File: src/rtl/arb_pkg.sv
// Shared constants, state encoding and width helper for the N-requester arbiter.
package arb_pkg;

   localparam logic ARB_FIXED = 1'b0;
   localparam logic ARB_RR    = 1'b1;

   typedef enum logic {
      ARB_IDLE  = 1'b0,
      ARB_GRANT = 1'b1
   } arb_state_t;

   // Like $clog2 but never returns 0, so a derived vector width stays legal.
   function automatic int clog2_safe(input int value);
      int width;
      width = 1;
      while ((1 << width) < value) begin
         width++;
      end
      return width;
   endfunction

endpackage

File: src/rtl/arb_pick.sv
// Combinational winner search: first candidate at or after 'start', wrapping,
// with the 'excl' bits removed from the candidate set.
module arb_pick
   import arb_pkg::*;
#(
   parameter int N_REQ = 4,
   parameter int ID_W  = clog2_safe(N_REQ)
) (
   input  logic [N_REQ-1:0] req,
   input  logic [ID_W-1:0]  start,
   input  logic [N_REQ-1:0] excl,
   output logic [N_REQ-1:0] win,
   output logic [ID_W-1:0]  win_id,
   output logic             any
);

   logic [N_REQ-1:0] cand;
   logic [N_REQ-1:0] rot;
   logic             found;
   int               offset;

   // Rotating a doubled copy puts 'start' at bit 0, so a plain lowest-bit search wraps for free.
   always_comb begin
      cand   = req & ~excl;
      rot    = N_REQ'({cand, cand} >> start);
      found  = 1'b0;
      offset = 0;
      for (int i = 0; i < N_REQ; i++) begin
         if (!found && rot[i]) begin
            found  = 1'b1;
            offset = i;
         end
      end
   end

   assign any    = found;
   assign win_id = ID_W'((int'(start) + offset) % N_REQ);
   assign win    = found ? (N_REQ'(1) << win_id) : '0;

endmodule

File: src/rtl/rr_arbiter.sv
// N-requester arbiter with runtime fixed-priority / round-robin selection and registered one-hot grants.
// Define ARB_HOLD_LIMIT_EN to cap how long one owner may hold the grant while others wait.
module rr_arbiter
   import arb_pkg::*;
#(
   parameter int  N_REQ    = 4,
   parameter int  MAX_HOLD = 4,
   localparam int ID_W     = clog2_safe(N_REQ)
) (
   input  logic             clk,
   input  logic             nreset,
   input  logic             mode,
   input  logic [N_REQ-1:0] req,
   output logic [N_REQ-1:0] gnt,
   output logic             gnt_valid,
   output logic [ID_W-1:0]  gnt_id
);

   if (N_REQ < 2 || N_REQ > 32 || MAX_HOLD < 1) begin : g_bad_params
      $error("rr_arbiter: N_REQ must be 2..32 and MAX_HOLD >= 1");
   end

   localparam logic [ID_W-1:0] LAST_IDX = ID_W'(N_REQ - 1);

   arb_state_t       state, state_next;
   logic [ID_W-1:0]  ptr, ptr_next;
   logic [N_REQ-1:0] gnt_next;
   logic             valid_next;
   logic [ID_W-1:0]  id_next;
   logic [ID_W-1:0]  pick_start;
   logic [N_REQ-1:0] pick_win;
   logic [ID_W-1:0]  pick_id;
   logic             pick_any;
   logic             owner_req;
   logic             take_pick;
   logic             go_idle;

`ifdef ARB_HOLD_LIMIT_EN
   localparam int              CNT_W    = clog2_safe(MAX_HOLD + 1);
   localparam logic [CNT_W-1:0] HOLD_MAX = CNT_W'(MAX_HOLD);
   logic [CNT_W-1:0] hold_cnt, cnt_next;
`endif

   function automatic logic [ID_W-1:0] next_idx(input logic [ID_W-1:0] idx);
      return (idx == LAST_IDX) ? '0 : idx + ID_W'(1);
   endfunction

   assign owner_req  = |(req & gnt);
   assign pick_start = (mode == ARB_RR) ? ptr : '0;

   // The current owner is always excluded; it only matters when it is still requesting at the limit.
   arb_pick #(
      .N_REQ (N_REQ),
      .ID_W  (ID_W)
   ) u_pick (
      .req    (req),
      .start  (pick_start),
      .excl   (gnt),
      .win    (pick_win),
      .win_id (pick_id),
      .any    (pick_any)
   );

   always_comb begin
      state_next = state;
      ptr_next   = ptr;
      gnt_next   = gnt;
      valid_next = gnt_valid;
      id_next    = gnt_id;
      take_pick  = 1'b0;
      go_idle    = 1'b0;
`ifdef ARB_HOLD_LIMIT_EN
      cnt_next   = hold_cnt;
`endif
      case (state)
         ARB_IDLE: begin
            take_pick = pick_any;
         end
         ARB_GRANT: begin
            if (!owner_req) begin
               take_pick = pick_any;
               go_idle   = !pick_any;
            end
`ifdef ARB_HOLD_LIMIT_EN
            else if (hold_cnt >= HOLD_MAX) begin
               if (pick_any) begin
                  take_pick = 1'b1;
               end else begin
                  cnt_next = CNT_W'(1);
                  ptr_next = next_idx(gnt_id);
               end
            end else begin
               cnt_next = hold_cnt + CNT_W'(1);
            end
`endif
         end
         default: begin
            go_idle = 1'b1;
         end
      endcase

      if (take_pick) begin
         state_next = ARB_GRANT;
         gnt_next   = pick_win;
         valid_next = 1'b1;
         id_next    = pick_id;
         ptr_next   = next_idx(pick_id);
`ifdef ARB_HOLD_LIMIT_EN
         cnt_next   = CNT_W'(1);
`endif
      end else if (go_idle) begin
         state_next = ARB_IDLE;
         gnt_next   = '0;
         valid_next = 1'b0;
         id_next    = '0;
`ifdef ARB_HOLD_LIMIT_EN
         cnt_next   = '0;
`endif
      end
   end

   always_ff @(posedge clk or negedge nreset) begin
      if (!nreset) begin
         state     <= ARB_IDLE;
         ptr       <= '0;
         gnt       <= '0;
         gnt_valid <= 1'b0;
         gnt_id    <= '0;
      end else begin
         state     <= state_next;
         ptr       <= ptr_next;
         gnt       <= gnt_next;
         gnt_valid <= valid_next;
         gnt_id    <= id_next;
      end
   end

`ifdef ARB_HOLD_LIMIT_EN
   always_ff @(posedge clk or negedge nreset) begin
      if (!nreset) begin
         hold_cnt <= '0;
      end else begin
         hold_cnt <= cnt_next;
      end
   end
`endif

endmodule

File: config.mk
export PLATFORM = sky130hd
export DESIGN_NAME = rr_arbiter
export DESIGN_NICKNAME = d
export VERILOG_FILES = /design/src/rtl/arb_pkg.sv /design/src/rtl/arb_pick.sv /design/src/rtl/rr_arbiter.sv
export SDC_FILE = /design/constraint.sdc
export NUM_CORES = 1
export LEC_CHECK = 0
export ABC_AREA = 1
export CAP_MARGIN = 30
export CELL_PAD_IN_SITES_DETAIL_PLACEMENT = 1
export CELL_PAD_IN_SITES_GLOBAL_PLACEMENT = 1
export CORE_MARGIN = 1.5
export CORE_UTILIZATION = 36
export DETAILED_ROUTE_END_ITERATION = 8
export PLACE_DENSITY_LB_ADDON = 0.05
export SLEW_MARGIN = 10
export SYNTH_ARGS = -nofsm -noshare
export SYNTH_HDL_FRONTEND = slang
export SYNTH_SLANG_ARGS = --single-unit
File: constraint.sdc
create_clock -name clk -period 2.63 [get_ports clk]
set_input_delay 0.6575 -clock clk [delete_from_list [all_inputs] [get_ports clk]]
set_output_delay 0.6575 -clock clk [all_outputs]
set_load 0.05 [all_outputs]
== Yosys cells after proc, flatten, opt, wreduce, memory -nomap -nowiden ==
Cells that the tools add are included.

* Bits in registers: 9
* Input port bits: 7
* Output and inout port bits: 7

* Add/sub/neg operators: 2
* Equal/unequal tests: 1
* Shift operators: 2
* Muxes and demuxes: 20
* Bitwise operators: 4
* Reductions and logical operators: 9

{| class="wikitable"
|+ Operator list
! cell !! count
|-
| 2-bit 2-to-1 mux || 6
|-
| 4-bit 2-to-1 mux || 3
|-
| 1-bit 2-to-1 mux || 10
|-
| 4-bit bitwise AND || 2
|-
| 8-bit by 2-bit right shift with 4-bit output || 1
|-
| 1-bit logical NOT || 4
|-
| 4-bit inverter || 1
|-
| 4-bit OR reduction || 1
|-
| 1-bit by 2-bit left shift with 4-bit output (first input constant) || 1
|-
| 1-bit logical AND || 3
|-
| 2-bit by 1-bit adder with 2-bit output (second input constant) || 1
|-
| 2-bit adder || 1
|-
| 2-bit == test (second input constant) || 1
|-
| 1-bit one-hot mux with 2 select lines || 1
|-
| 2-bit nonzero test || 1
|-
| 1-bit inverter || 1
|}

== Depth between registers and ports, before layout ==
Gate-level depths: netlist of run 1.

* Depth after elaboration: 18
* Depth in mapped cells: 17
* Mapped depth without buffers: 17

== Cells and area by module ==
From an unflattened synthesis of run 1, not the netlist that was laid out.

* Cell total of the unflattened synthesis: 101
* Area, all modules: 710.7 µm²

{| class="wikitable"
|+ Modules (own cells, without submodules)
! module !! instances !! cells each !! area each (µm²)
|-
| rr_arbiter || 1 || 54 || 450.4
|-
| arb_pick || 1 || 47 || 260.2
|}

== Worst setup path before layout of run 1 ==
No wires, ideal clock.

* Path kind: flip-flop to flip-flop
* Start point: register gnt[3]
* End point: register ptr[0]
* Setup time: 0.076 ns
* Arrival: 2.420 ns
* Required time: 2.554 ns
* Path slack: 0.134 ns
* Cell stages (with the launch flop): 16
* Buffers on the path: 0
* Period minus slack after synthesis: 2.496 ns
* Path through: dfrtp_1 inv_1 nand2_1 nand2_1 nand3_1 nand2_2 a21oi_1 nor2_1 ha_1 xnor2_1 inv_1 nand3_1 nand2_1 ha_1 or2_2 o21ai_1

* Word-level cells in the longest chain between the ends: 16

{| class="wikitable"
|+ Ends and longest elaborated chain
! what !! line !! text
|-
| start: declaration || rr_arbiter.sv:14 || <nowiki>output logic [N_REQ-1:0] gnt,</nowiki>
|-
| start signal: assignment || rr_arbiter.sv:132 || <nowiki>gnt <= gnt_next;</nowiki>
|-
| 4-bit inverter || arb_pick.sv:24 || <nowiki>cand = req & ~excl;</nowiki>
|-
| 4-bit bitwise AND || arb_pick.sv:24 ||
|-
| 8-bit by 2-bit right shift with 4-bit output || arb_pick.sv:25 || <nowiki>rot = N_REQ'({cand, cand} >> start);</nowiki>
|-
| 1-bit 2-to-1 mux || arb_pick.sv:29 || <nowiki>if (!found && rot[i]) begin</nowiki>
|-
| 1-bit logical NOT || arb_pick.sv:29 ||
|-
| 1-bit logical AND || arb_pick.sv:29 ||
|-
| 1-bit 2-to-1 mux || arb_pick.sv:29 ||
|-
| 1-bit logical NOT || arb_pick.sv:29 ||
|-
| 1-bit logical AND || arb_pick.sv:29 ||
|-
| 1-bit 2-to-1 mux || arb_pick.sv:29 ||
|-
| 1-bit logical NOT || arb_pick.sv:29 ||
|-
| 1-bit logical AND || arb_pick.sv:29 ||
|-
| 2-bit 2-to-1 mux || arb_pick.sv:29 ||
|-
| 2-bit adder || arb_pick.sv:37 || <nowiki>assign win_id = ID_W'((int'(start) + offset) % N_REQ);</nowiki>
|-
| 2-bit by 1-bit adder with 2-bit output / 2-bit == test (equally long branches) || rr_arbiter.sv:45 || <nowiki>return (idx == LAST_IDX) ? '0 : idx + ID_W'(1);</nowiki>
|-
| 2-bit 2-to-1 mux || rr_arbiter.sv:45 ||
|-
| end signal: assignment || rr_arbiter.sv:131 || <nowiki>ptr <= ptr_next;</nowiki>
|-
| end: declaration || rr_arbiter.sv:26 || <nowiki>logic [ID_W-1:0] ptr, ptr_next;</nowiki>
|}

Parallel ways exist; a longest one is shown, timed or not.
A chain may end at the register's enable or synchronous reset.

== Final worst setup path of run 1 ==
* Start point: input port req[2]
* End point: register ptr[0]

* Word-level cells in the longest chain between the ends: 15

{| class="wikitable"
|+ Ends and longest elaborated chain
! what !! line !! text
|-
| start: declaration || rr_arbiter.sv:13 || <nowiki>input logic [N_REQ-1:0] req,</nowiki>
|-
| 4-bit bitwise AND || arb_pick.sv:24 ||
|-
| 8-bit by 2-bit right shift with 4-bit output || arb_pick.sv:25 ||
|-
| 1-bit 2-to-1 mux || arb_pick.sv:29 ||
|-
| 1-bit logical NOT || arb_pick.sv:29 ||
|-
| 1-bit logical AND || arb_pick.sv:29 ||
|-
| 1-bit 2-to-1 mux || arb_pick.sv:29 ||
|-
| 1-bit logical NOT || arb_pick.sv:29 ||
|-
| 1-bit logical AND || arb_pick.sv:29 ||
|-
| 1-bit 2-to-1 mux || arb_pick.sv:29 ||
|-
| 1-bit logical NOT || arb_pick.sv:29 ||
|-
| 1-bit logical AND || arb_pick.sv:29 ||
|-
| 2-bit 2-to-1 mux || arb_pick.sv:29 ||
|-
| 2-bit adder || arb_pick.sv:37 ||
|-
| 2-bit by 1-bit adder with 2-bit output / 2-bit == test (equally long branches) || rr_arbiter.sv:45 ||
|-
| 2-bit 2-to-1 mux || rr_arbiter.sv:45 ||
|}

Parallel ways exist; a longest one is shown, timed or not.

==> results.md, run 1 <==
* Outcome: finished clean
* Most frequent cells in the layout: nand2_1 (31), nand2_2 (20), buf_4 (16)
* Max Slew Vio Count at 0
* Total Die Area at around 2400 sq um
* Antenna violations before repair at 0
* Synth Area in Adders at under 10%
* Final Non-Filler Cells at between 150 and 200
* Max-slew headroom at 66.8%
* Slew @ Worst Pin at between 0.4 and 0.5 ns
* Most common cell after layout, fill and taps aside: nand2_1
* Synth Warn # at 0
* First-pass GRT wire length at between 3000 and 4000 um
* Internal power at between 0.0008 and 0.0009 W
* Area growth from synthesis to layout at 44.1%
* Post-synthesis mux area share at 0%
* Tot Pwr at between 0.0015 and 0.002 W
* Vias in the first global route at a little over 800
* FF+latch count, synth at 9
* Area share of and/or/nand/nor cells after synthesis at 52.3%
* Comb pwr share at roughly four fifths
* Crit. End Element: register
* Sw Ratio at a little over half
* Sum of negative setup slack at 0 ns
* Worst slack, placed at -0.505 ns
* Clock sinks at 9
* Leakage at between 0.6 and 0.7 nW
* Starting Density at about two fifths
* Netlist cell types at 19
* CP max FO at 2
* Diodes inserted at 0
* Core Region at approximately 2000 sq um
* # hold bufs at CTS at 0
* Post-synth ARST share at 100%
* Setup Skew at roughly 0.00055 ns
* Xor and xnor area share after synthesis at 1.13%
* Sequential area share after synthesis at between 20% and 30%
* Setup CP Type: primary input to register
* Worst-path clk slew at approximately 0.060 ns
* Avg WL per Cell at between 10 and 15 um
* Total power per unit cell area at approximately 1500 nW/um^2
* Router iterations before antenna repair at 2
* # setup viols final at 0
* Vias/cell at 4.63
* F_max at between 400 and 500 MHz
* Routability cong. at between 0.8 and 0.9
* Clock root buffer: clkbuf_4
* Number of I/O pins at 14
* Hold Path Class: register to register
* Detail Placement HPWL at approximately 1800 um
* Crit path launch type: primary input
* Placement Rows at 16
* RSZ-0062 raised after global routing: no
* Synth Area in Compound Gates at 2.42%
* # DRC at 0
* Arrival time at the worst endpoint at 2.60 ns
* Htree depth at 1
* R2R Setup Slk at roughly 0.34 ns
* Routed wire length at between 2000 and 2500 um
* TritonCTS clock tree: built
* Number of CTS-inserted buffers at 3
* Tmin final at 2.41 ns
* Hold WS at around 0.51 ns
* Vias at 773
* Total gr overflow at 0
* Final Hold Viols at 0
* Top FF cell, synth: dfrtp_1
* Period utilisation layout at between 90 and 100%
* Synthesized area per cell at 7.26 sq um
* Gr usage total at between 15 and 20%
* Part of the power in the clock network at under 10%
* Post-route worst setup slack at around 0.22 ns
* Flop pwr share at between 15 and 20%
* Cells after DPL at roughly 160
* Max_cap viols at 0
* Net switching power at a little under 0.0009 W
* Post-synth EDFFs at 0
* Worst vdd ir at about 680 uV
* CTS Buffer Depth at 2
* Syn Inst Count at 107
* Largest net degree at the start of global routing at 10
* Initial detailed-routing violation count at 4
* Clock Latency Late Sink at around 0.25 ns
* DRT antenna net count at 0
* Die Height at 49.5 um
* Layout cells sized above 1 at between 40% and 50%
* Main combinational cell family by area after synthesis: simple AND/OR/NAND/NOR gates
* Die X at about 49 um
* Port buffer count at 13
* Synthesized netlist net count at 119
* Nets at 153
* Mapped Area at 777 sq um
* Critical Path RT at roughly 2.8 ns
-- critical path, cell delays in order --
cell and delay [ns]:
dlygate4sd2_1 0.23, nand2_2 0.08, nand2_1 0.08, nand2_1 0.07, nand2_1 0.06, nand2_1 0.09, a21oi_2 0.14, nor2_1 0.05
ha_1 0.22, xnor2_2 0.14, inv_1 0.05, nand3_1 0.09, nand2_2 0.07, ha_2 0.17, or2_2 0.28, o21ai_2 0.11
-- per-stage QoR --
| stage | utilization, % | instance area, sq um |
|---|---|---|
| after floorplan | - | 777 |
| after global placement | 52.3 | 1050 |
| after detailed placement | 52.3 | 1050 |
| after CTS | 54.7 | 1090 |
| after global routing | 55.9 | 1120 |
| final | 55.9 | 1120 |
-- kinds of logic after synthesis --
logic type | after synthesis
buf+inv | 12
xor+xnor | 1
fa+ha+maj | 5
compound gates | 3
simple gates | 77
flops | 9
-- power groups by stage --
stage	registers, W	logic, W	clock network, W
finish	0.000262	0.00131	0.000107
global route	0.000270	0.00144	0.000119
CTS	0.000259	0.00131	0.000114
global placement	0.000253	0.00121	0
detailed placement	0.000261	0.00126	0
floorplan	0.000400	0.000696	0
-- sequential cells by signal, indices dropped and copies added, names as in the netlist --
signal / cells
ptr: 2
state: 1
gnt_id: 2
gnt: 4
-- metal layers --
layer	vias up	wire length [um]	global-route usage (%)
li1	400	-	-
met1	365	1010	25.8
met2	8	1130	35.6
met3	0	24	2.73
met4	0	0	1.39
met5	-	0	0
-- area by class of cell --
type | count | area, sq um
Fill cell | 263 | 882
Multi-Input combinational cell | 86 | 539
Timing Repair Buffer | 29 | 240
Sequential cell | 9 | 225
Inverter | 12 | 55.1
Tap cell | 27 | 33.8
Clock buffer | 4 | 26.3
-- cell usage after synthesis, types with 2 or more instances --
master   number  area share [%]
dfrtp_1       9              29
nor2_1        3             1.4
ha_1          5             8.1
nand2_2      16              13
nand2_1      37              18
inv_1         9             4.3
nand3_1      13             8.4
nor2_4        2             2.9
nand2_4       2             2.9
nand3_2       2             2.6
-- final timing paths --
path                                        from               endpoint  cells after the start
setup / recovery                          req[2]     ptr[0]$_DFFE_PN0P_                     16
min in group asynchronous                 nreset  gnt_id[0]$_DFFE_PN0P_                      1
hold reg to reg            gnt_id[0]$_DFFE_PN0P_  gnt_id[0]$_DFFE_PN0P_                      2
setup reg to reg              ptr[0]$_DFFE_PN0P_     ptr[0]$_DFFE_PN0P_                     16
max in group asynchronous                 nreset     gnt[0]$_DFFE_PN0P_                      1
hold / removal             gnt_id[0]$_DFFE_PN0P_  gnt_id[0]$_DFFE_PN0P_                      2
-- repair_timing --
item,4_1_cts,5_1_grt
setup endpoints to repair,6,6
gates resized for setup,13,6
pin swaps,5,1
buffers inserted,1,1
(Power assumes the default switching activity.)
==> run 2, diff against run 1 <==
CORE_UTILIZATION = 39   (was 36)
clock period = 3.05 ns   (was 2.63 ns; I/O delays follow)
==> run 2 against run 1 <==
  * Core utilization is 5.0 points higher
  * Non-clock buffer count decreased by 1
  * Worst setup slack worse by 0.0034 ns
  * Sequential share of layout area increased by 0.39 points
  * Die area fell by 7.2%
  * Design area shrank 1.9%
  * Largest power group unchanged
  * First-iteration DRC count rose by 75%
  * Clock skew grew 0.0026 ns
==> results.md, run 2 (synthesis gave the netlist of run 1 again) <==
* Outcome: finished clean
* Total power per unit cell area at 1300 nW/um^2 (-14%)
* Most flop-heavy register: gnt
* Detail Placement HPWL at 1900 um (+4.5%)
* CP max FO at 2 (unchanged)
* RSZ-0062 raised after global routing: no
* Clock root buffer: clkbuf_4
* Worst-path clk slew at 0.07 ns (about the same)
* Met3 WL post-DR at 77 um (+220%)
* Final Hold Viols at 0 (unchanged)
* Worst slack, placed at -0.240 ns (+0.264 ns)
* Largest register FFs at 4 (unchanged)
* F_max at between 300 and 400 MHz
* TritonCTS clock tree: built
* Clock sinks at 9 (unchanged)
* Tmin final at ~2.8 ns
* Met1 wire length at 1020 um (+0.79%)
* Diodes inserted at 0 (unchanged)
* Area growth from synthesis to layout at 41.4%
* Post-route worst setup slack at 0.216 ns (-0.00336 ns)
* Slowest stage delay, CP at 0.47 ns (+0.19 ns)
* Port buffer count at 13 (unchanged)
* Layout cells sized above 1 at 34.5% (-6.2 points)
* Crit path launch type: primary input
* First-pass GRT wire length at 3550 um (-4.8%)
* Starting Density at 43.1% (+4.3 points)
* Arrival time at the worst endpoint at 3.02 ns (+0.42 ns)
* Number of I/O pins at 14 (unchanged)
* Post-CTS Setup Repair Bufs at 0 (-1)
* Leakage at 0.601 nW (-1.1%)
* CP max stage cell: clkdlybuf4s50_1
* Nets at 152 (-0.65%)
* Initial detailed-routing violation count at 7 (+3)
* Routed wire length at 2260 um (+4.2%)
* Max_cap viols at 0 (unchanged)
* Antenna violations before repair at 0 (unchanged)
* Total gr overflow at 0 (unchanged)
* Number of CTS-inserted buffers at 3 (unchanged)
* Crit-path cells: clkdlybuf4s50_1, nand2_1, nand2_2, nand2_1, nand2_1, nand2_1, a21oi_2, nor2_1, ha_1, xnor2_2, inv_1, nand3_1, nand2_1, ha_1, or2_2, o21ai_1
* Largest regs: gnt: 4 flops, gnt_id: 2 flops, ptr: 2 flops
* Avg WL per Cell at 13.8 um (+6.1%)
* Placement Rows at 15 (-1)
* Htree depth at 1 (unchanged)
* Max-slew headroom at 66.8% (about the same)
* Clock Latency Late Sink at 0.26 ns (about the same)
* Critical Path RT at 3.24 ns (+0.42 ns)
* Core Region at 1800 sq um (-10%)
* Hold Path Class: register to register
* Period utilisation layout at 92.9%
* Slew @ Worst Pin at 0.497 ns (+0.000554 ns)
* Total Die Area at 2270 sq um (-7.2%)
* Die X at 47.6 um (-3.7%)
* Tot Pwr at 0.00143 W (-15%)
* Most used cell, CP: nand2_1
* Final std cell area, no fill at 1100 sq um (-1.9%)
* # DRC at 0 (unchanged)
* # setup viols final at 0 (unchanged)
* Max Slew Vio Count at 0 (unchanged)
* Setup Skew at 0.00317 ns (+0.00262 ns)
* Vias/cell at 4.73 (+2.1%)
* Vias at 775 (+0.26%)
* Routability cong. at 0.826 (+0.71%)
* DR WL met2 at 1140 um (+1.3%)
* Most frequent cells in the layout: nand2_1 (36), nand2_2 (16), buf_4 (15)
* Setup CP Type: primary input to register
* Vias in the first global route at 838 (+1.8%)
* Worst vdd ir at 777 uV (+13%)
* Die Height at 47.6 um (-3.7%)
* Top Metal Used: met4
* CTS Buffer Depth at 2 (unchanged)
* Post-Place Cell Area at 1050 sq um (+0.48%)
* Fill count at 244 (-7.2%)
* Largest net degree at the start of global routing at 10 (unchanged)
* Most common cell after layout, fill and taps aside: nand2_1
* Router iterations before antenna repair at 3 (+1)
* Gr usage total at 22.6% (+3.0 points)
* DRT antenna net count at 0 (unchanged)
* Crit. End Element: register
-- run 2: cell types whose count changed in the layout (fill, tap and decap cells not counted) --
cell | previous run | this run
clkbuf_2 | 1 | 0
o21ai_1 | 0 | 1
dlymetal6s2s_1 | 0 | 1
ha_2 | 1 | 0
o21ai_2 | 1 | 0
buf_4 | 16 | 15
dlygate4sd2_1 | 4 | 0
nand2_1 | 31 | 36
clkdlybuf4s50_1 | 8 | 12
nand2_2 | 20 | 16
nand2_4 | 4 | 3
ha_1 | 4 | 5
-- run 2: layout make-up --
class                   instances  area, sq um  area share (%)
multi-input cells              86          515            46.9
repair buffers                 28          245            22.3
flip-flops and latches          9          225            20.5
inverters                      12         55.1            5.01
well taps                      25         31.3            2.85
clock buffers                   4         26.3            2.39
-- run 2: worst max-delay path, delay by kind of cell --
family	cells	cell delay [ns]
adders and majority gates	2	0.41
and+or+nand+nor	9	0.89
buffers and inverters	2	0.53
xor gates and xnor gates	1	0.15
AOI/OAI and AO/OA	2	0.28
-- run 2: layer usage --
| metal | global-route usage [%] | vias to the layer above |
|---|---|---|
| met3 | 4.53 | 2 |
| met4 | 5.41 | 0 |
| met5 | 0 | - |
| met1 | 25.6 | 363 |
| met2 | 43.2 | 14 |
| li1 | - | 396 |
-- run 2: timing repair --
| item | in CTS | in global routing |
|---|---|---|
| setup endpoints to repair | 0 | 6 |
| hold buffers | 0 | 0 |
| hold endpoints to repair | 0 | 0 |
| gates resized for setup | 0 | 5 |
-- run 2: worst paths after layout --
check / from / endpoint / slack (ns) / cells past startpoint
min: gnt_id[0]$_DFFE_PN0P_ / gnt_id[0]$_DFFE_PN0P_ / 0.51 / 2
max in group asynchronous: nreset / ptr[0]$_DFFE_PN0P_ / 1.95 / 1
min reg2reg: gnt_id[0]$_DFFE_PN0P_ / gnt_id[0]$_DFFE_PN0P_ / 0.51 / 2
min in group asynchronous: nreset / gnt_id[0]$_DFFE_PN0P_ / 0.80 / 1
max reg2reg: gnt[1]$_DFFE_PN0P_ / ptr[0]$_DFFE_PN0P_ / 0.70 / 15
max: req[0] / ptr[0]$_DFFE_PN0P_ / 0.22 / 16
-- run 2: power by group --
part	total, W	internal [W]	switching [W]
clock	0.0000957	0.0000506	0.0000451
combinational	0.00110	0.000442	0.000663
sequential	0.000228	0.000179	0.0000490
-- run 2: per-stage QoR --
step           TNS, ns  hold slack (ns)  utilization (%)  cells
2_1_floorplan        0            0.467                -    107
3_3_place_gp   -0.0560            0.493             58.3    160
3_5_place_dp    -0.679            0.499             58.3    160
4_1_cts              0            0.515             59.8    164
5_1_grt              0            0.547             61.0    164
6_report             0            0.508             61.0    164
